File: src/rtl/tdc_window_ctrl.sv
// TDC measurement-window sequencer: start trigger opens a programmable window and
// drives per-channel stop-disable gates, master reset, data-save strobe and a shot counter.

module tdc_ch_gate (
  input  logic en,
  input  logic in_stop,
  output logic dis
);
  assign dis = en & in_stop;
endmodule

module tdc_window_ctrl #(
  parameter int CNT_W      = 32,
  parameter int N_CH       = 4,
  parameter int FIFO_DEPTH = 8192,
  parameter int SHOT_W     = $clog2(FIFO_DEPTH)
) (
  input  logic              clk,
  input  logic              resetn,
  input  logic              tstart_tri,
  input  logic [CNT_W-1:0]  cfg_test_time,
  input  logic [CNT_W-1:0]  cfg_period,
  input  logic [CNT_W-1:0]  cfg_save_ofs,
  input  logic [CNT_W-1:0]  cfg_mrst_start,
  input  logic [CNT_W-1:0]  cfg_mrst_len,
  input  logic [N_CH-1:0]   cfg_ch_en,
  input  logic              cfg_auto,
  output logic              busy,
  output logic [CNT_W-1:0]  t_cnt,
  output logic [N_CH-1:0]   stop_dis,
  output logic              master_rst,
  output logic              data_save,
  output logic [SHOT_W-1:0] shot_cnt,
  output logic              shot_wrap,
  output logic              trig_drop,
  output logic              cfg_err
);

  typedef struct packed {
    logic [CNT_W-1:0] test_time;
    logic [CNT_W-1:0] period;
    logic [CNT_W-1:0] save_ofs;
    logic [CNT_W-1:0] mrst_start;
    logic [CNT_W-1:0] mrst_len;
    logic [N_CH-1:0]  ch_en;
  } cfg_t;

  typedef enum logic {IDLE, RUN} state_t;

  state_t           state, state_nx;
  logic [CNT_W-1:0] t, t_nx;
  cfg_t             cfg_l, cfg_live;
  logic             cfg_ok, latch, drop_nx, err_nx;
  logic             in_stop;
  logic [CNT_W:0]   save_at, mrst_end, t_x;

  assign cfg_live = '{test_time:  cfg_test_time,
                      period:     cfg_period,
                      save_ofs:   cfg_save_ofs,
                      mrst_start: cfg_mrst_start,
                      mrst_len:   cfg_mrst_len,
                      ch_en:      cfg_ch_en};

  assign cfg_ok = (cfg_period != '0) && (cfg_test_time < cfg_period);

  // State register plus the window counter and latched config it owns
  always_ff @(posedge clk) begin
    if (!resetn) begin
      state <= IDLE;
      t     <= '0;
      cfg_l <= '0;
    end else begin
      state <= state_nx;
      t     <= t_nx;
      if (latch) cfg_l <= cfg_live;
    end
  end

  always_comb begin
    state_nx = state;
    t_nx     = t;
    latch    = 1'b0;
    drop_nx  = 1'b0;
    err_nx   = 1'b0;
    case (state)
      IDLE: begin
        if (tstart_tri) begin
          if (cfg_ok) begin
            state_nx = RUN;
            t_nx     = CNT_W'(1);
            latch    = 1'b1;
          end else begin
            err_nx = 1'b1;
          end
        end
      end
      RUN: begin
        drop_nx = tstart_tri;
        if (t == cfg_l.period) begin
          // Free-run re-arms straight into t=1 with freshly latched config
          if (cfg_auto && cfg_ok) begin
            t_nx  = CNT_W'(1);
            latch = 1'b1;
          end else begin
            state_nx = IDLE;
            t_nx     = '0;
            err_nx   = cfg_auto;
          end
        end else begin
          t_nx = t + CNT_W'(1);
        end
      end
      default: begin
        state_nx = IDLE;
        t_nx     = '0;
      end
    endcase
  end

  // Decodes use only registered count and latched config; sums are one bit wider
  assign t_x      = {1'b0, t};
  assign save_at  = {1'b0, cfg_l.test_time}  + {1'b0, cfg_l.save_ofs};
  assign mrst_end = {1'b0, cfg_l.mrst_start} + {1'b0, cfg_l.mrst_len};

  always_comb begin
    busy       = 1'b0;
    in_stop    = 1'b0;
    data_save  = 1'b0;
    master_rst = 1'b0;
    if (t != '0) begin
      busy       = 1'b1;
      in_stop    = (t > cfg_l.test_time) && (t <= cfg_l.period);
      data_save  = (t_x == save_at);
      master_rst = (t >= cfg_l.mrst_start) && (t_x < mrst_end);
    end
  end

  assign t_cnt = t;

  genvar i;
  generate
    for (i = 0; i < N_CH; i++) begin : g_ch
      tdc_ch_gate u_gate (
        .en      (cfg_l.ch_en[i]),
        .in_stop (in_stop),
        .dis     (stop_dis[i])
      );
    end
  endgenerate

  always_ff @(posedge clk) begin
    if (!resetn) begin
      trig_drop <= 1'b0;
      cfg_err   <= 1'b0;
      shot_cnt  <= '0;
      shot_wrap <= 1'b0;
    end else begin
      trig_drop <= drop_nx;
      cfg_err   <= err_nx;
      shot_wrap <= 1'b0;
      if (data_save) begin
        if (shot_cnt == SHOT_W'(FIFO_DEPTH - 1)) begin
          shot_cnt  <= '0;
          shot_wrap <= 1'b1;
        end else begin
          shot_cnt <= shot_cnt + SHOT_W'(1);
        end
      end
    end
  end

endmodule
File: config.mk
export PLATFORM = sky130hd
export DESIGN_NAME = tdc_window_ctrl
export DESIGN_NICKNAME = d
export VERILOG_FILES = /design/src/rtl/tdc_window_ctrl.sv
export SDC_FILE = /design/constraint.sdc
export NUM_CORES = 1
export LEC_CHECK = 0
export ABC_AREA = 1
export BUFFER_PORTS_ARGS = -buffer_cell sky130_fd_sc_hd__buf_2
export CORE_AREA = 2 2 143 250
export CTS_BUF_LIST = sky130_fd_sc_hd__clkbuf_16
export DETAILED_ROUTE_END_ITERATION = 8
export DIE_AREA = 0 0 145 252
export GPL_TIMING_DRIVEN = 0
export PLACE_DENSITY_LB_ADDON = 0.05
export SETUP_SLACK_MARGIN = 0.2
export SLEW_MARGIN = 25
export SYNTH_ARGS = -nofsm -noshare
export SYNTH_HDL_FRONTEND = slang
export SYNTH_SLANG_ARGS = --single-unit
File: constraint.sdc
create_clock -name clk -period 4.1 [get_ports clk]
set_input_delay 0.41 -clock clk [delete_from_list [all_inputs] [get_ports clk]]
set_output_delay 0.41 -clock clk [all_outputs]
set_load 0.1 [all_outputs]
==> results of run 1 <==
==> metrics by stage <==
stage          power (µW)  hold WS, ps   util
2_1_floorplan        3700          474      -
3_3_place_gp         4300          493  0.548
3_5_place_dp         4340          497  0.548
4_1_cts              6380         83.1  0.576
5_1_grt              6760         93.5  0.583
6_report             6400         87.5  0.583
==> synth_stat cells (2+ instances only) <==
master	number	share of area
inv_2	4	0.00088
o21ai_1	2	0.00059
nor4_1	22	0.0080
a2111oi_0	2	0.0010
nand2_2	8	0.0029
o2111ai_1	4	0.0020
nor3_1	34	0.0099
nor2_1	491	0.11
or2_2	3	0.0011
o21a_1	7	0.0031
nor2_4	2	0.0013
buf_2	39	0.011
a211oi_1	9	0.0039
dfxtp_1	213	0.25
o221ai_1	4	0.0020
o21ai_0	223	0.065
nor3_2	3	0.0018
nand4_1	33	0.012
and2_1	5	0.0018
clkbuf_1	35	0.0077
a21oi_2	2	0.0010
a21oi_1	174	0.051
fa_1	2	0.0023
xnor2_1	24	0.012
inv_1	368	0.081
o211ai_1	5	0.0022
xor2_1	29	0.015
nand2_1	492	0.11
nand3b_1	11	0.0048
nor2_2	6	0.0022
a31oi_1	8	0.0029
a21boi_0	3	0.0013
nand3_1	145	0.042
a21o_1	7	0.0031
buf_4	7	0.0031
ha_1	225	0.16
o21bai_1	3	0.0013
==> cell families (layout without fill, tap and decap cells) <==
kind of cell               count (synthesis)  after routing
xor gates and xnor gates                  53             53
adders and majority gates                227            227
and+or+nand+nor                         1262           1262
DFF                                      213            213
buffers and inverters                    455            736
AOI/OAI and AO/OA                        459            459
==> report_power, final <==
| part | switching, µW | total (µW) | internal (µW) |
|---|---|---|---|
| sequential | 162 | 2410 | 2250 |
| clock | 890 | 2030 | 1140 |
| combinational | 1270 | 1970 | 692 |
| total | 2320 | 6400 | 4080 |
==> final cells by class <==
class,count,area share
multi-input combinational,2001,0.566
inverter,372,0.0699
clock buffer,23,0.0288
buffer,83,0.0202
tap,460,0.0288
sequential,213,0.215
clock inverter,15,0.00588
timing repair buffer,243,0.0655
==> state kept, by name (all words and copies together) (netlist names) <==
signal	count
cfg_err	1
cfg_l	164
shot_cnt	13
shot_wrap	1
state	1
t_cnt	32
trig_drop	1
==> worst max-delay path: cells and delay by family (launching register included) <==
family	cells	cell delay, ps
AO/OA/AOI/OAI	8	1470
flip-flops	1	360
buffers and inverters	2	250
AND/OR/NAND/NOR	7	740
adder cells (fa/ha/maj)	3	820
XOR/XNOR	1	130
==> per-layer routing <==
metal,share of wire,vias up
met4,0.087,4
met2,0.53,559
met1,0.34,8360
li1,-,9243
met3,0.044,214
met5,0.00031,-
==> repair_timing <==
action	in CTS	in global routing
endpoints found under the setup margin	7	6
pin swaps	17	11
setup buffers	10	12
gates resized for setup	53	48
==> worst max-delay path by stage <==
stage / start / to / slack [ps] / cells after the start
3_3_place_gp: cfg_l[38] / master_rst / -1400 / 21
5_1_grt: cfg_l[36] / master_rst / -740 / 21
6_report: cfg_l[36] / master_rst / -610 / 21
4_1_cts: cfg_l[36] / master_rst / -560 / 21
2_1_floorplan: cfg_l[36] / master_rst / 40 / 20
3_5_place_dp: cfg_l[38] / master_rst / -1390 / 21
==> summary.md, run 1 <==
| Metric | Value |
|---|---|
| CP endpoint kind | primary output |
| Sequential cell area | roughly 4300 µm² |
| Post-synth EDFFs | 0 |
| Fillers | 3,490 |
| Worst reg-to-reg path cell count | 13 |
| Dpl cell area | 18,800 µm² |
| Final setup vio count | 1 |
| GPL Wtd Cong | roughly 1.0 |
| Row count | 90 |
| Final min period | 4710 ps |
| Hold Path End | cfg_l[53] |
| Die Wd | 145 µm |
| Max-slew headroom | 0.307 |
| Worst R2R End | cfg_l[98] |
| Clock-pin slew on the worst setup and hold paths | ~60 ps |
| Combinational family with the most area after synthesis | simple AND/OR/NAND/NOR gates |
| Post-Synth Simple-Gate Area | 0.308 |
| Commonest non-fill, non-tap cell in the layout | nor2_1 |
| Post-route cell area | 20,000 µm² |
| Via density | ~5.4 |
| Worst path cell trace | ha_4 -> fa_2 -> nand3_2 -> nand2_2 -> a21oi_4 -> o21ai_4 -> a21boi_2 -> inv_1 -> a21o_1 -> a21oi_4 -> o21ai_2 -> xnor2_1 -> ha_1 -> a21oi_2 -> nor2_1 -> a2111oi_4 -> nor2_1 -> nor2_1 -> nand3_1 -> nor2_4 -> buf_12 |
| Placed cells | 3,350 |
| Slew Limit Fails | 0 |
| Clock Tree Buf Depth | 3 |
| DPL Wire Length | 52,100 µm |
| Final Hold Vio Count | 0 |
| H-tree levels | 1 |
| # DRC | 0 |
| Multiplexer share of the synthesized area | 0 |
| Post-Synth Adder-Cell Area | 0.167 |
| Worst Hold Class | input port to flip-flop |
| CP required | 3690 ps |
| Grt peak-use layer | met2 |
| R2R setup slack | between 400 and 500 ps |
| DR pass1 iterations | 5 |
| FF-to-FF Start | t_cnt[4] |
| CP peak stage delay | between 300 and 400 ps |
| CTS hold repair buffers | 0 |
| Status | finished, violations left |
| Clk root buf | clkbuf_16 |
| Ys async rst share | 0 |
| Pre-CTS setup slack | -1390 ps |
| Multi-input logic area | 11,300 µm² |
| Cells after Synth | 2,669 |
| Vias in the first global route | 18.5k |
| Sequential area share after synthesis | 0.249 |
| Pleak | 0.0103 µW |
| Most used cell, CP | nor2_1 |
| Fraction of layout cells with a size suffix above 1 | 0.146 |
| Final std cells w/o fill | between 3k and 4k |
| Worst-Skew Late Latency | 540 ps |
| Mapped cell area | ~17,000 µm² |
| Largest net degree at the start of global routing | 14 |
| Max FO, Critical Path | 3 |
| Skew final | 16.3 ps |
| XOR/XNOR Fraction of Synth Area | 0.0271 |
| Met2 Usage GRT | 0.669 |
| Pwr dens | approximately 320 nW/µm² |
| Final WL | roughly 64,000 µm |
| Hold Crit Depth | 3 |
| Final worst-path setup slack | -613 ps |
| RSZ-0062 raised after global routing | true |
| Met3 Use GR | 0.0380 |
| Synth cell types | 52 |
| Post-DRT Antenna Nets | 0 |
| Initial Util | 0.498 |
| Final Cycle Share | 1.15 |
| Antenna diodes | 0 |
| Die height | approximately 250 µm |
| Least-Margin Pin Slew | 1040 ps |
| Core area | 34,300 µm² |
| Seq cells post-synth | 213 |
| Gr ovfl total | 0 |
| Mean Syn Cell Area | 6.41 µm² |
| Iter 0 DRT Violations | around 900 |
| Kind of critical path | flip-flop to primary output |
| Antenna violations before repair | 3 |
| Clock sinks | 213 |
| CTS tree | built |
| Main synth FF type | dfxtp_1 |
| Max-cap viol count | 0 |
| Syn Nets | 3,064 |
| Most frequent cells in the layout | nor2_1 (486), nand2_1 (485), inv_1 (370) |
| Failing checks | setup timing |
| Area growth, synth to finish | 17.0% |
| M1 GR Usage | 0.322 |
| CTS buffer count | 23 |
| Final net count | 3,332 |
| TNS Setup | -613 ps |
| Total number of vias | 18.4k |
| I/O pin cnt | roughly 220 |
| Slowest CP cell | dfxtp_4 |
| Hold Path Origin | cfg_mrst_start[17] |
| Die Area | 36,500 µm² |
| Startpoint types | flip-flop |
| Critical Path AT | 4300 ps |
| IO buf count | roughly 220 |
| Yosys warns | 0 |
| Drt wl/cell | 18.7 µm |
| Worst vdd ir | ~0.39 mV |
| Complex-gate fraction of the synthesized area | 0.144 |
| First-pass GRT wire length | 97,000 µm |
| Total track usage | 0.341 |
| Fmax | between 0.2 and 0.25 GHz |
No activity file was read; power rests on OpenSTA's default activity.
==> run 2, diff against run 1 <==
--- a/config.mk
+++ b/config.mk
@@ -12,7 +12,7 @@
 export DETAILED_ROUTE_END_ITERATION = 8
 export DIE_AREA = 0 0 145 252
 export GPL_TIMING_DRIVEN = 0
-export PLACE_DENSITY_LB_ADDON = 0.05
+export PLACE_DENSITY_LB_ADDON = 0.2
 export SETUP_SLACK_MARGIN = 0.2
 export SLEW_MARGIN = 25
 export SYNTH_ARGS = -nofsm -noshare
==> constraint.sdc (replaced) <==
create_clock -name clk -period 5.65 [get_ports clk]
set_input_delay 0.565 -clock clk [delete_from_list [all_inputs] [get_ports clk]]
set_output_delay 0.565 -clock clk [all_outputs]
set_load 0.1 [all_outputs]
==> run 2 against run 1 <==
  * The run now ends clean
  * Flip-flop and latch count did not move
  * Combinational power fell by 30%
  * Clock-buffer cell count did not move
  * First-iteration DRC count fell by 9.7%
  * Utilization fell by 1.5 points
  * Non-clock buffer count fell by 21
  * Cell count fell by 0.56%
==> summary.md, run 2 (synthesized netlist as in run 1, its figures left out) <==
| Metric | Value |
|---|---|
| Pwr dens | 231 nW/µm² (-28%) |
| FF-to-FF Start | t_cnt[30] |
| CTS tree | built |
| RSZ-0062 raised after global routing | false |
| Worst vdd ir | 0.227 mV (-42%) |
| Worst path cell trace | ha_1 -> fa_1 -> nand3_1 -> nand2_1 -> a21oi_2 -> o21ai_2 -> a21boi_1 -> inv_1 -> a21o_1 -> a21oi_4 -> o21ai_0 -> xnor2_1 -> ha_1 -> a21oi_1 -> nor2_1 -> a2111oi_2 -> nor2_1 -> nor2_1 -> nand3_1 -> nor2_1 -> buf_6 |
| DPL Wire Length | 51,800 µm (-0.50%) |
| Startpoint types | flip-flop |
| Row count | 90 (unchanged) |
| Status | completed |
| CTS buffer count | 22 (-4.3%) |
| Max-cap viol count | 0 (unchanged) |
| Fmax | 0.188 GHz |
| Gr ovfl total | 0 (unchanged) |
| Dpl cell area | 18,800 µm² (-0.25%) |
| Most used cell, CP | nor2_1 |
| Commonest non-fill, non-tap cell in the layout | nand2_1 |
| Least-Margin Pin Slew | 1160 ps (+124 ps) |
| Clock Tree Buf Depth | 3 (unchanged) |
| Final worst-path setup slack | 341 ps (+954 ps) |
| Clock sinks | 213 (unchanged) |
| Vias in the first global route | 18.8k (+1.6%) |
| Final WL | 63,800 µm (+0.28%) |
| Final std cells w/o fill | 3,391 (-0.56%) |
| CP required | 5090 ps (+1400 ps) |
| Final core area utilization | 0.568 (-0.0152) |
| Final net count | 3,310 (-0.66%) |
| Worst Setup EP | master_rst |
| Worst R2R End | cfg_l[63] |
| Pleak | 0.0102 µW (-1.5%) |
| Post-route cell area | 19,500 µm² (-2.6%) |
| Drt wl/cell | 18.8 µm (+0.84%) |
| TNS Setup | 0 ps (+613 ps) |
| Slowest CP cell | fa_1 |
| Pre-CTS setup slack | 29.7 ps (+1420 ps) |
| Total number of vias | 18.6k (+1.0%) |
| CP peak stage delay | 410 ps (+50 ps) |
| I/O pin cnt | 223 (unchanged) |
| Initial Util | 0.498 (unchanged) |
| Slew Limit Fails | 0 (unchanged) |
| Final Hold Vio Count | 0 (unchanged) |
| Die Wd | 145 µm (unchanged) |
| Total track usage | 0.342 (+0.000603) |
| R2R setup slack | 1650 ps (+1170 ps) |
| Skew final | 19.8 ps (+3.50 ps) |
| Final setup vio count | 0 (-1) |
| H-tree levels | 1 (unchanged) |
| GPL Wtd Cong | 0.980 (-1.9%) |
| Antenna violations before repair | 0 (-3) |
| Area growth, synth to finish | 14.0% |
| Worst reg-to-reg path cell count | 13 (unchanged) |
| Worst Hold Class | input port to flip-flop |
| IO buf count | 221 (unchanged) |
| Biggest register | cfg_l |
| Iter 0 DRT Violations | 816 (-9.7%) |
| Max-slew headroom | 0.224 (-0.0825) |
| Kind of critical path | flip-flop to primary output |
| Final min period | 5310 ps |
| Worst-Skew Late Latency | 540 ps (about the same) |
| Fillers | 3,535 (+1.3%) |
| Post-DRT Antenna Nets | 0 (unchanged) |
| Clock-pin slew on the worst setup and hold paths | 70 ps (about the same) |
| Most frequent cells in the layout | nand2_1 (492), nor2_1 (491), inv_1 (376) |
| Core area | 34,300 µm² (unchanged) |
| CP endpoint kind | primary output |
| Max reg flops | 164 (unchanged) |
| Crit. Startpoint | cfg_l[4] |
| Fraction of layout cells with a size suffix above 1 | 0.114 (-0.0318) |
| Final Cycle Share | 0.940 |
| Die Area | 36,500 µm² (unchanged) |
| Critical Path AT | 4740 ps (+440 ps) |
| First-pass GRT wire length | 97,500 µm (+0.54%) |
| Clk root buf | clkbuf_16 |
| DR pass1 iterations | 5 (unchanged) |
| Die height | 252 µm (unchanged) |
| Largest net degree at the start of global routing | 14 (unchanged) |
| Via density | 5.47 (+1.6%) |
| # DRC | 0 (unchanged) |
| Max FO, Critical Path | 3 (unchanged) |
| Placed cells | 3,350 (unchanged) |
==> run 2: changes by cell type in the layout (fill, tap and decap cells not counted), sizes merged <==
cell / before / now
bufinv: 2 / 0
buf: 291 / 270
inv: 375 / 380
clkinv: 8 / 6
diode: 0 / 1
==> run 2: worst min-delay path by stage <==
stage                                 from          to  slack, ps  cells after the start
after floorplan                   cfg_l[0]    cfg_l[0]        470                      2
after global placement            cfg_l[2]    cfg_l[2]        490                      2
after detailed placement        cfg_l[110]  cfg_l[110]        500                      2
after CTS                 cfg_save_ofs[18]   cfg_l[86]        240                      3
after global routing      cfg_save_ofs[13]   cfg_l[81]        250                      3
final                     cfg_save_ofs[18]   cfg_l[86]        240                      3
==> run 2: power breakdown <==
part / switching [µW] / internal [µW]
Clock: 642 / 732
Sequential: 117 / 1630
Combinational: 905 / 479
==> run 2: worst max-delay path: cells and delay by family, from the launching register on <==
kind,cells,cell delay (ps)
AO/OA/AOI/OAI,8,1560
adder cells (fa/ha/maj),3,950
AND/OR/NAND/NOR,7,840
buffers and inverters,2,350
flip-flops,1,330
XOR/XNOR,1,160
==> run 2: timing repair <==
action	in CTS	in global routing
resized for setup	8	8
pin swaps	1	1
buffers inserted	1	0
endpoints found under the setup margin	1	1
hold buffers	0	0
==> run 2: routing by layer <==
metal  vias to the layer above  part of all wire  routed length (µm)  global-route usage
met3                       268             0.053                3360              0.0452
met2                       648              0.52               33200               0.660
met1                      8441              0.33               20900               0.308
li1                       9206                 -                   -                   -
met5                         -                 0                   0                   0
met4                         0             0.098                6260               0.301
==> run 2: per-stage QoR <==
step	hold WS (ps)	power, µW
global route	253	4760
floorplan	474	2680
CTS	238	4510
global placement	492	3110
finish	243	4510
detailed placement	496	3140
==> run 2: layout make-up <==
class / count / area (µm²) / share of cell area
Sequential cell: 213 / 4260 / 0.219
Buffer: 83 / 394 / 0.0202
Inverter: 372 / 1400 / 0.0716
Tap cell: 460 / 576 / 0.0295
Timing Repair Buffer: 222 / 1120 / 0.0574
Antenna cell: 1 / 2.50 / 0.000128
Multi-Input combinational cell: 2001 / 11100 / 0.569
Clock buffer: 23 / 576 / 0.0295
Clock inverter: 16 / 72.6 / 0.00372
==> run 3, diff against run 2 <==
--- a/config.mk
+++ b/config.mk
@@ -12,6 +12,7 @@
 export DETAILED_ROUTE_END_ITERATION = 8
 export DIE_AREA = 0 0 145 252
 export GPL_TIMING_DRIVEN = 0
+export MAX_ROUTING_LAYER = met4
 export PLACE_DENSITY_LB_ADDON = 0.2
 export SETUP_SLACK_MARGIN = 0.2
 export SLEW_MARGIN = 25
==> run 3 against run 2 <==
  * Register-to-register slack worse by 50 ps
  * Fmax increased by 2.1%
  * Global-route usage increased by 1.5 points
  * Non-clock buffer count grew 2
  * Routed wire length is 1.7% higher
  * Power increased by 3.1%
  * Sequential power about the same
  * Die area stayed put
==> summary.md, run 3 (synthesized netlist as in run 1, its figures left out) <==
| Metric | Value |
|---|---|
| Status | completed |
| Area growth, synth to finish | 14.5% |
| Worst path cell trace | ha_1 -> fa_2 -> nand3_1 -> nand2_1 -> a21oi_2 -> o21ai_2 -> a21boi_2 -> inv_1 -> a21o_1 -> a21oi_4 -> o21ai_0 -> xnor2_1 -> ha_1 -> a21oi_1 -> nor2_1 -> a2111oi_2 -> nor2_1 -> nor2_2 -> nand3_1 -> nor2_2 -> buf_12 |
| Dpl cell area | 18,800 µm² (unchanged) |
| Least-Margin Pin Slew | 1160 ps (-3.35 ps) |
| Antenna diodes | 0 (-1) |
| Kind of critical path | flip-flop to primary output |
| Delay-heaviest family, CP | compound AO/OA/AOI/OAI gates |
| Die Wd | 145 µm (unchanged) |
| Most frequent cells in the layout | nand2_1 (492), nor2_1 (489), inv_1 (371) |
| M1 WL | 21,700 µm (+3.7%) |
| Pleak | 0.0102 µW (+0.40%) |
| Vias in the first global route | 18.5k (-1.2%) |
| Buf/Inv on CP | 2 (unchanged) |
| Max-cap viol count | 0 (unchanged) |
| DPL Wire Length | 52,800 µm (+1.9%) |
| CP peak stage delay | 420 ps (about the same) |
| DR pass1 iterations | 7 (+2) |
| RSZ-0062 raised after global routing | false |
| Gr ovfl total | 0 (unchanged) |
| Fillers | 3,542 (+0.20%) |
| CTS tree | built |
| Clock-pin slew on the worst setup and hold paths | 60 ps (about the same) |
| GPL Wtd Cong | 0.986 (+0.58%) |
| CP Depth | 21 (unchanged) |
| Clk root buf | clkbuf_16 |
| Worst-Skew Late Latency | 550 ps (about the same) |
| Final Cycle Share | 0.920 (-0.0193) |
| Clock Tree Buf Depth | 3 (unchanged) |
| Final WL | 64,900 µm (+1.7%) |
| Critical Path AT | 4640 ps (-100 ps) |
| Worst reg-to-reg path cell count | 13 (unchanged) |
| Metal3 WL | 2910 µm (-13%) |
| CP required | 5090 ps (about the same) |
| Total track usage | 0.357 (+0.0147) |
| Clock sinks | 213 (unchanged) |
| Die Area | 36,500 µm² (unchanged) |
| Iter 0 DRT Violations | 850 (+4.2%) |
| Skew final | 13.9 ps (-5.91 ps) |
| CTS hold repair buffers | 0 (unchanged) |
| Final setup vio count | 0 (unchanged) |
| Max-slew headroom | 0.226 (+0.00223) |
| Slew Limit Fails | 0 (unchanged) |
| Fmax | 0.192 GHz (+2.1%) |
| Max reg flops | 164 (unchanged) |
| Max FO, Critical Path | 3 (unchanged) |
| TNS Setup | 0 ps (unchanged) |
| Hold Crit Depth | 3 (unchanged) |
| Worst Hold Class | input port to flip-flop |
| Final net count | 3,313 (+0.091%) |
| Via density | 5.47 (-0.14%) |
| First-pass GRT wire length | 98,100 µm (+0.66%) |
| Post-route cell area | 19,600 µm² (+0.48%) |
| Fraction of layout cells with a size suffix above 1 | 0.118 (+0.00424) |
| Die height | 252 µm (unchanged) |
| Final min period | 5200 ps (-109 ps) |
| Drt wl/cell | 19.1 µm (+1.6%) |
| Pwr dens | 237 nW/µm² (+2.6%) |
| Antenna violations before repair | 0 (unchanged) |
| Biggest register | cfg_l |
| Total number of vias | 18.6k (-0.027%) |
| # DRC | 0 (unchanged) |
| Met2 wire len | 34,000 µm (+2.3%) |
| I/O pin cnt | 223 (unchanged) |
| H-tree levels | 1 (unchanged) |
| CTS buffer count | 23 (+4.5%) |
| Row count | 90 (unchanged) |
| Initial Util | 0.498 (unchanged) |
| Final Hold Vio Count | 0 (unchanged) |
| IO buf count | 221 (unchanged) |
| Core area | 34,300 µm² (unchanged) |
| Top Layer Used | met4 |
| CP endpoint kind | primary output |
| Post-DRT Antenna Nets | 0 (unchanged) |
| Worst vdd ir | 0.282 mV (+24%) |
| Commonest non-fill, non-tap cell in the layout | nand2_1 |
| R2R setup slack | 1600 ps (-50 ps) |
| Slowest CP cell | a2111oi_2 |
| Largest net degree at the start of global routing | 14 (unchanged) |
| Startpoint types | flip-flop |
==> run 3: cell count changes in the layout (fill, tap and decap cells not counted), sizes merged <==
| cell | delta |
|---|---|
| buf | +2 |
| bufinv | +2 |
| clkinv | +7 |
| clkinvlp | -2 |
| diode | -1 |
| inv | -4 |
==> run 3: area by class of cell <==
type | instances | area, µm² | area share
Multi-Input combinational cell | 2001 | 11100 | 0.567
Sequential cell | 213 | 4260 | 0.218
Inverter | 372 | 1400 | 0.0713
Timing Repair Buffer | 224 | 1140 | 0.0584
Clock buffer | 23 | 576 | 0.0294
Tap cell | 460 | 576 | 0.0294
Buffer | 83 | 394 | 0.0201
Clock inverter | 19 | 141 | 0.00722
==> run 3: worst register-to-register path: stages (launching register included) <==
cell	delay, ps
dfxtp_1	800
ha_1	270
nand4_1	130
nor3_1	310
nor4b_2	620
nand2_1	240
o22ai_1	160
inv_1	80
nor2_2	170
inv_2	50
clkbuf_1	480
buf_2	430
nor2_1	150
nor2_1	60
==> run 3: layer usage <==
layer | global-route usage | vias to the layer above
li1 | - | 9212
met1 | 0.318 | 8504
met2 | 0.672 | 588
met3 | 0.0403 | 254
met4 | 0.294 | 0
met5 | - | -
==> run 3: repair_timing <==
action | 4_1_cts | 5_1_grt
pin swaps | 1 | 6
resized for setup | 9 | 12
buffers inserted | 0 | 3
endpoints found under the setup margin | 1 | 1
hold endpoints to repair | 0 | 0
==> run 3: power breakdown <==
group | switching, µW | internal [µW] | total, µW
sequential | 116 | 1630 | 1750
clock | 671 | 832 | 1500
combinational | 914 | 481 | 1390
total | 1700 | 2940 | 4650
==> run 3: final timing paths <==
kind	startpoint	to
hold / removal	cfg_save_ofs[7]	cfg_l[75]
hold reg to reg	cfg_l[118]	cfg_l[118]
setup reg to reg	t_cnt[30]	cfg_l[95]
setup / recovery	cfg_l[4]	master_rst
==> run 3: per-stage QoR <==
step	hold WS (ps)	cells	utilization	worst slack [ps]	power (µW)
after floorplan	474	2669	-	445	2680
after global placement	493	3350	0.547	41.7	3110
after detailed placement	497	3350	0.547	28.4	3150
after CTS	220	3392	0.569	225	4650
after global routing	242	3395	0.570	203	4900
final	235	3395	0.570	450	4650
